==> config.mk <==
export PLATFORM = sky130hd
export DESIGN_NAME = note_sequencer
export DESIGN_NICKNAME = d
export VERILOG_FILES = /design/src/rtl/note_seq_pkg.sv /design/src/rtl/note_rom.sv /design/src/rtl/note_sequencer.sv
export SDC_FILE = /design/constraint.sdc
export NUM_CORES = 1
export LEC_CHECK = 0
export BUFFER_PORTS_ARGS = -buffer_cell sky130_fd_sc_hd__clkbuf_2
export CAP_MARGIN = 15
export CORE_ASPECT_RATIO = 2
export CORE_MARGIN = 2
export CORE_UTILIZATION = 40
export DETAILED_ROUTE_END_ITERATION = 6
export HOLD_SLACK_MARGIN = 0.15
export PLACE_DENSITY = 0.66
export SLEW_MARGIN = 40
export SYNTH_ARGS = -nofsm -noshare
export SYNTH_HDL_FRONTEND = slang
export SYNTH_SLANG_ARGS = --single-unit
==> constraint.sdc <==
create_clock -name clock -period 1.6 [get_ports clock]
set_input_delay 0.48 -clock clock [delete_from_list [all_inputs] [get_ports clock]]
set_output_delay 0.48 -clock clock [all_outputs]
set_load 0.1 [all_outputs]
==> src/rtl/note_seq_pkg.sv <==
// note_seq_pkg: shared types and constants for the note sequencer.
//   seq_state_t      - sequencer FSM states
//   NOTE_LEN_W       - width of a note duration (timer units)
//   CNT_W            - width of the hit/miss/streak counters
//   WAIT_HIGH_LIMIT  - cycles allowed for the timer to raise its output
//   NOTE_LENGTHS     - default song, one duration per note
//   sat_inc()        - saturating increment for the score counters
package note_seq_pkg;

    typedef enum logic [2:0] {
        S_IDLE,
        S_LOAD,
        S_ARM,
        S_WAIT_HIGH,
        S_ACTIVE,
        S_NEXT,
        S_DONE
    } seq_state_t;

    localparam int NOTE_LEN_W      = 32;
    localparam int CNT_W           = 8;
    localparam int WAIT_HIGH_LIMIT = 2;
    localparam int ROM_DEPTH       = 16;

    // Default song. A four-note song plays the first four equal-length
    // entries; the longer entry and the two zero-length entries that follow
    // give single-cycle and wide hit windows in a full-length song.
    localparam logic [NOTE_LEN_W-1:0] NOTE_LENGTHS [0:ROM_DEPTH-1] = '{
        32'd3, 32'd3, 32'd3, 32'd3,
        32'd10, 32'd0, 32'd0, 32'd4,
        32'd2, 32'd2, 32'd2, 32'd2,
        32'd2, 32'd2, 32'd2, 32'd2
    };

    function automatic logic [CNT_W-1:0] sat_inc(input logic [CNT_W-1:0] v);
        return (v == '1) ? v : v + 1'b1;
    endfunction

endpackage

==> src/rtl/note_rom.sv <==
// note_rom: song table with a one-cycle registered read.
// Ports:
//   clock  in             system clock, rising edge
//   addr   in  IDX_W      note index
//   data   out NOTE_LEN_W duration of the note at addr, one cycle later
// Addresses beyond the table read as zero.
module note_rom
    import note_seq_pkg::*;
#(
    parameter int IDX_W = 4
) (
    input  logic                  clock,
    input  logic [IDX_W-1:0]      addr,
    output logic [NOTE_LEN_W-1:0] data
);

    logic [NOTE_LEN_W-1:0] data_q;
    logic [NOTE_LEN_W-1:0] data_d;

    always_comb begin
        data_d = '0;
        for (int i = 0; i < ROM_DEPTH; i++) begin
            if (int'(addr) == i) begin
                data_d = NOTE_LENGTHS[i];
            end
        end
    end

    always_ff @(posedge clock) begin
        data_q <= data_d;
    end

    assign data = data_q;

endmodule

==> src/rtl/note_sequencer.sv <==
// note_sequencer: song-playback controller for one game lane. Walks the
// note table, starts the downstream timer once per note, opens a hit
// window while the timer output is high and scores button presses.
// Ports:
//   clock, reset           clock and synchronous active-high reset
//   go, abort              start song (IDLE/DONE only) / return to IDLE
//   button                 synchronised, debounced player button
//   timer_out              output of the downstream timer
//   timer_start            one-cycle start pulse to the timer
//   timer_length [31:0]    duration of the current note
//   note_idx [IDX_W-1:0]   index of the current note
//   note_active            hit window open (combinational)
//   hits, misses [7:0]     saturating score counters
//   done, error            song finished / timer did not respond
// Optional feature, enabled by defining NOTE_SEQ_STREAK_EN:
//   streak, best_streak [7:0]  current and best run of consecutive hits
module note_sequencer
    import note_seq_pkg::*;
#(
    parameter int NUM_NOTES = 16,
    parameter int IDX_W     = 4
) (
    input  logic                  clock,
    input  logic                  reset,
    input  logic                  go,
    input  logic                  abort,
    input  logic                  button,
    input  logic                  timer_out,
    output logic                  timer_start,
    output logic [NOTE_LEN_W-1:0] timer_length,
    output logic [IDX_W-1:0]      note_idx,
    output logic                  note_active,
    output logic [CNT_W-1:0]      hits,
    output logic [CNT_W-1:0]      misses,
    output logic                  done,
    output logic                  error
`ifdef NOTE_SEQ_STREAK_EN
    ,
    output logic [CNT_W-1:0]      streak,
    output logic [CNT_W-1:0]      best_streak
`endif
);

    localparam int WAIT_W = 2;

    seq_state_t            state_q, state_d;
    logic [IDX_W-1:0]      note_idx_q, note_idx_d;
    logic                  timer_start_q, timer_start_d;
    logic [NOTE_LEN_W-1:0] timer_length_q, timer_length_d;
    logic [CNT_W-1:0]      hits_q, hits_d;
    logic [CNT_W-1:0]      misses_q, misses_d;
    logic                  done_q, done_d;
    logic                  error_q, error_d;
    logic                  button_q, button_d;
    logic                  hit_seen_q, hit_seen_d;
    logic [WAIT_W-1:0]     wait_cnt_q, wait_cnt_d;

    logic [NOTE_LEN_W-1:0] rom_data;
    logic                  window_open;
    logic                  press_edge;
    logic                  hit_now;

`ifdef NOTE_SEQ_STREAK_EN
    logic [CNT_W-1:0]      streak_q, streak_d;
    logic [CNT_W-1:0]      best_q, best_d;
    logic [CNT_W-1:0]      streak_inc;
`endif

    // The ROM is addressed with the next-state index so that its registered
    // output already holds the current note's length while in LOAD; the
    // length register then updates on the edge into ARM, together with the
    // start pulse, and the timer sees both in the same cycle.
    note_rom #(
        .IDX_W (IDX_W)
    ) u_rom (
        .clock (clock),
        .addr  (note_idx_d),
        .data  (rom_data)
    );

    assign window_open = ((state_q == S_WAIT_HIGH) || (state_q == S_ACTIVE)) && timer_out;
    assign press_edge  = button && !button_q;
    // Only the first qualifying edge of a note scores.
    assign hit_now     = window_open && press_edge && !hit_seen_q;

`ifdef NOTE_SEQ_STREAK_EN
    assign streak_inc  = sat_inc(streak_q);
`endif

    always_comb begin
        state_d        = state_q;
        note_idx_d     = note_idx_q;
        timer_start_d  = 1'b0;
        timer_length_d = timer_length_q;
        hits_d         = hits_q;
        misses_d       = misses_q;
        done_d         = done_q;
        error_d        = error_q;
        button_d       = button;
        hit_seen_d     = hit_seen_q;
        wait_cnt_d     = wait_cnt_q;
`ifdef NOTE_SEQ_STREAK_EN
        streak_d       = streak_q;
        best_d         = best_q;
`endif

        if (hit_now) begin
            hits_d     = sat_inc(hits_q);
            hit_seen_d = 1'b1;
`ifdef NOTE_SEQ_STREAK_EN
            streak_d   = streak_inc;
            if (streak_inc > best_q) begin
                best_d = streak_inc;
            end
`endif
        end

        case (state_q)
            S_IDLE, S_DONE: begin
                if (go) begin
                    hits_d     = '0;
                    misses_d   = '0;
                    note_idx_d = '0;
                    done_d     = 1'b0;
                    error_d    = 1'b0;
                    hit_seen_d = 1'b0;
`ifdef NOTE_SEQ_STREAK_EN
                    streak_d   = '0;
                    best_d     = '0;
`endif
                    state_d    = S_LOAD;
                end
            end
            S_LOAD: begin
                timer_start_d  = 1'b1;
                timer_length_d = rom_data;
                hit_seen_d     = 1'b0;
                wait_cnt_d     = '0;
                state_d        = S_ARM;
            end
            S_ARM: begin
                state_d = S_WAIT_HIGH;
            end
            S_WAIT_HIGH: begin
                if (timer_out) begin
                    state_d = S_ACTIVE;
                end else if (wait_cnt_q == WAIT_W'(WAIT_HIGH_LIMIT - 1)) begin
                    error_d = 1'b1;
                    done_d  = 1'b1;
                    state_d = S_DONE;
                end else begin
                    wait_cnt_d = wait_cnt_q + 1'b1;
                end
            end
            S_ACTIVE: begin
                if (!timer_out) begin
                    state_d = S_NEXT;
                end
            end
            S_NEXT: begin
                if (!hit_seen_q) begin
                    misses_d = sat_inc(misses_q);
`ifdef NOTE_SEQ_STREAK_EN
                    streak_d = '0;
`endif
                end
                if (note_idx_q == IDX_W'(NUM_NOTES - 1)) begin
                    done_d  = 1'b1;
                    state_d = S_DONE;
                end else begin
                    note_idx_d = note_idx_q + 1'b1;
                    state_d    = S_LOAD;
                end
            end
            default: begin
                state_d = S_IDLE;
            end
        endcase

        // Abort wins over go and over any scoring in the same cycle.
        if (abort) begin
            state_d       = S_IDLE;
            note_idx_d    = note_idx_q;
            timer_start_d = 1'b0;
            hits_d        = hits_q;
            misses_d      = misses_q;
            done_d        = 1'b0;
            error_d       = 1'b0;
            hit_seen_d    = hit_seen_q;
`ifdef NOTE_SEQ_STREAK_EN
            streak_d      = streak_q;
            best_d        = best_q;
`endif
        end
    end

    always_ff @(posedge clock) begin
        if (reset) begin
            state_q        <= S_IDLE;
            note_idx_q     <= '0;
            timer_start_q  <= 1'b0;
            timer_length_q <= '0;
            hits_q         <= '0;
            misses_q       <= '0;
            done_q         <= 1'b0;
            error_q        <= 1'b0;
            button_q       <= 1'b0;
            hit_seen_q     <= 1'b0;
            wait_cnt_q     <= '0;
`ifdef NOTE_SEQ_STREAK_EN
            streak_q       <= '0;
            best_q         <= '0;
`endif
        end else begin
            state_q        <= state_d;
            note_idx_q     <= note_idx_d;
            timer_start_q  <= timer_start_d;
            timer_length_q <= timer_length_d;
            hits_q         <= hits_d;
            misses_q       <= misses_d;
            done_q         <= done_d;
            error_q        <= error_d;
            button_q       <= button_d;
            hit_seen_q     <= hit_seen_d;
            wait_cnt_q     <= wait_cnt_d;
`ifdef NOTE_SEQ_STREAK_EN
            streak_q       <= streak_d;
            best_q         <= best_d;
`endif
        end
    end

    assign timer_start  = timer_start_q;
    assign timer_length = timer_length_q;
    assign note_idx     = note_idx_q;
    assign note_active  = window_open;
    assign hits         = hits_q;
    assign misses       = misses_q;
    assign done         = done_q;
    assign error        = error_q;
`ifdef NOTE_SEQ_STREAK_EN
    assign streak       = streak_q;
    assign best_streak  = best_q;
`endif

endmodule

==> impl_metrics.ini <==
[sta]
hold_viol = 0
timing_max_transition_violations_final = 0
final_report_setup_violation_count = 13
post-route-period-util_pct = 112
fmax_mhz = 558
final.setup_skew_ns = 0.00869
post-route-worst-setup-slack_ns = -0.192
unrepaired_setup_endpoints_after_global_routing = true
final_period_minus_worst_setup_slack_ns = 1.79

[outcome]
status = finished, violations left
violations = setup timing

[logic_synthesis]
xor_and_xnor_area_share_after_synthesis_pct = 0.776
syn-mean-instance-area_um2 = 8.49
synth_seq_area_share_pct = 33.7
synth_compound_area_share_pct = 23.0
most_frequent_cell_after_synthesis = sky130_fd_sc_hd__dfxtp_1
top_cell_type_s_share_of_synthesized_area_pct = 33.7
simple_logic_cell_fraction_of_the_synthesized_area_pct = 23.8
async_set_or_reset_register_ratio_after_synthesis_pct = 0
synth.mux.area_fraction_pct = 2.33
synth_top_family_by_area = simple AND/OR/NAND/NOR gates
ys_dominant_reg_cell = sky130_fd_sc_hd__dfxtp_1
synthTopCellsByArea = sky130_fd_sc_hd__dfxtp_1 34%, sky130_fd_sc_hd__buf_4 9.6%, sky130_fd_sc_hd__nand2_1 4.2%
synth_common_cells = 38 x sky130_fd_sc_hd__dfxtp_1, 29 x sky130_fd_sc_hd__buf_4, 25 x sky130_fd_sc_hd__nand2_1, 17 x sky130_fd_sc_hd__nor2_1, 16 x sky130_fd_sc_hd__nand3_1
synthAdderAreaFrac_pct = 2.22
synth-warning-count = 0
netlist_area_mm2 = 0.00226
synthDistinctLibCells = 58
synth_cells = 266
synth.largest_area_cell = sky130_fd_sc_hd__dfxtp_1
synth_edf_count = 0
synth.ff_latch_count = 38

[power]
max-vdd-ir-drop_mv = 0.692
total_power_uw = 2460
power_density_over_the_cells_mw_per_mm2 = 636
leakagePower_uw = 0.00151

[floorplan]
core_mm2 = 0.00542
fp.dieW_um = 57.1
die_outline_area_mm2 = 0.00630
number_of_i_o_pins = 62
initial_core_util_pct = 41.7
total_number_of_placement_rows = 38
floorplan.die.height_um = 110

[finish]
syn2layout_area_growth_pct = 71.1
final_nets = 370
area_used_by_sequential_logic_in_the_layout_um2 = 832
stdcell_count = 421
layout-drive-gt1-share_pct = 53.5
antenna_cells_inserted = 0
fillCellCount = 403
multiInputGateArea_mm2 = 0.00165

[setup_path]
cell_depth_of_the_worst_setup_path = 4
timing.critical_path.from_type = flip-flop
cp_cell_sequence = buf_6 > and3b_2 > o21a_4 > buf_12
critical_path_class = reg -> out
cpLargestDelayFamily = flip-flops
critical_path_buf_inv_count = 2
worst_path_max_delay_cell = sky130_fd_sc_hd__dfxtp_2
critPathMaxStageDelay_ns = 0.33
timing.reg2reg.worst_path_depth = 7
timing.critical_path.required_ns = 1.12
worst_path_arrival_ns = 1.31
timing.critical_path.to_type = output port
worst-path-max-fanout = 3
reg2reg_slack_ns = -0.10

[placement]
post-dp-hpwl_um = 4420
placed_cells = 385
gp_congestion = 0.895
placement.io_buffers = 33

[clock_tree]
cts.htree.levels = 2
clockRootBuffer = sky130_fd_sc_hd__clkbuf_8
tritoncts = built
clock_latency_ns = 0.30
cts.sinks = 38
cts_made_buffers = 5
cts.hold.buffers_added = 0
clkSlewWorstSetupHoldPaths_ns = 0.08
clk_path_buf_depth = 2

[detailed_routing]
drt-vias-per-instance = 5.78
drtAntennaViolNets = 0
route.final.wire_length_um = 7410
dr_total_vias = 2434
drt_iter0_markers = 70
detail_route.drc_violations = 0
drt-pass1-iter-count = 4
wl_per_cell_um = 17.6

[global_routing]
global_route.usage.met3_pct = 3.50
global_route_wire_length_before_repair_um = 10600
gr-usage-met2_pct = 42.9
grt_pass1_vias = 2362
grt_max_degree = 13
grt_antenna_before_repair = 0
globalRoute.busiestLayer = met2
grt_use_total_pct = 21.8
grt_overflow_total = 0
groute.layer.met1.usage_pct = 18.8

[job]
drv.max_cap_violation_count = 0

[worst_hold_path]
timing.hold.worst.class = in -> reg
worst_hold_path.num_cells = 2
[final timing paths]
kind,from,to
max,state_q[0]$_SDFFE_PP0P_,note_active
min,button,button_q$_SDFF_PP0_
max reg2reg,state_q[1]$_SDFFE_PP0P_,u_rom.data[3]$_SDFF_PP0_
min reg2reg,timer_length[0]$_SDFFE_PP0P_,timer_length[0]$_SDFFE_PP0P_
[layout by cell type, fill, tap and decap left out, types with 8 or more instances in the layout]
cell type                 instances
sky130_fd_sc_hd__nand3_1         12
sky130_fd_sc_hd__nor2_1          15
sky130_fd_sc_hd__buf_4           52
sky130_fd_sc_hd__conb_1          28
sky130_fd_sc_hd__dfxtp_1         15
sky130_fd_sc_hd__dfxtp_4         17
sky130_fd_sc_hd__buf_6           16
sky130_fd_sc_hd__nand2_1         25
sky130_fd_sc_hd__buf_12          26
sky130_fd_sc_hd__a21oi_1          8
[cell type report]
type / count / area share, %
sequential: 38 / 21.5
inverter: 9 / 0.971
clock buffer: 7 / 2.78
timing repair buffer: 101 / 29.4
tap: 60 / 1.94
clock inverter: 1 / 0.777
multi-input combinational: 205 / 42.6
[stage by stage]
stage	setup slack (ns)	cell area, um^2	utilization (%)	hold WS, ns	TNS (ns)
after global placement	-0.114	3140	58.0	0.452	-0.641
after detailed placement	-0.156	3140	58.0	0.464	-0.863
after CTS	-0.189	3580	66.1	0.407	-1.69
final	-0.192	3860	71.3	0.406	-0.556
after global routing	-0.224	3860	71.3	0.425	-1.75
after floorplan	-0.0218	2490	-	0.429	-0.0686
[timing repair]
item,4_1_cts,5_1_grt
hold endpoints to repair,0,0
endpoints found under the setup margin,15,30
pin swaps,27,23
cloned,1,1
resized for setup,42,42
buffers inserted,18,14
[logic make-up after synthesis]
| group | count (synthesis) |
|---|---|
| AO/OA/AOI/OAI | 68 |
| other | 1 |
| adder cells (fa/ha/maj) | 4 |
| flip-flops | 38 |
| AND/OR/NAND/NOR | 98 |
| XOR/XNOR | 2 |
| multiplexers | 5 |
| buffers and inverters | 50 |
[where the power goes]
group          switching [uW]  internal, uW
combinational             446           118
clock                     363           602
sequential               5.64           924
total                     814          1640
[flip-flops by register name, indices dropped and copies added, names as in the netlist]
signal / cells
timer_length: 4
state_q: 3
u_rom.data: 4
button_q: 1
error: 1
misses: 8
note_idx: 4
hits: 8
done: 1
timer_start: 1
wait_cnt_q: 2
hit_seen_q: 1
[metal layers]
metal,up-vias,share of wire (%)
met5,-,0
met2,98,58
met3,33,3.7
met4,0,5.1
met1,1180,33
li1,1123,-
Note: power is estimated with default switching activity, not from simulation.
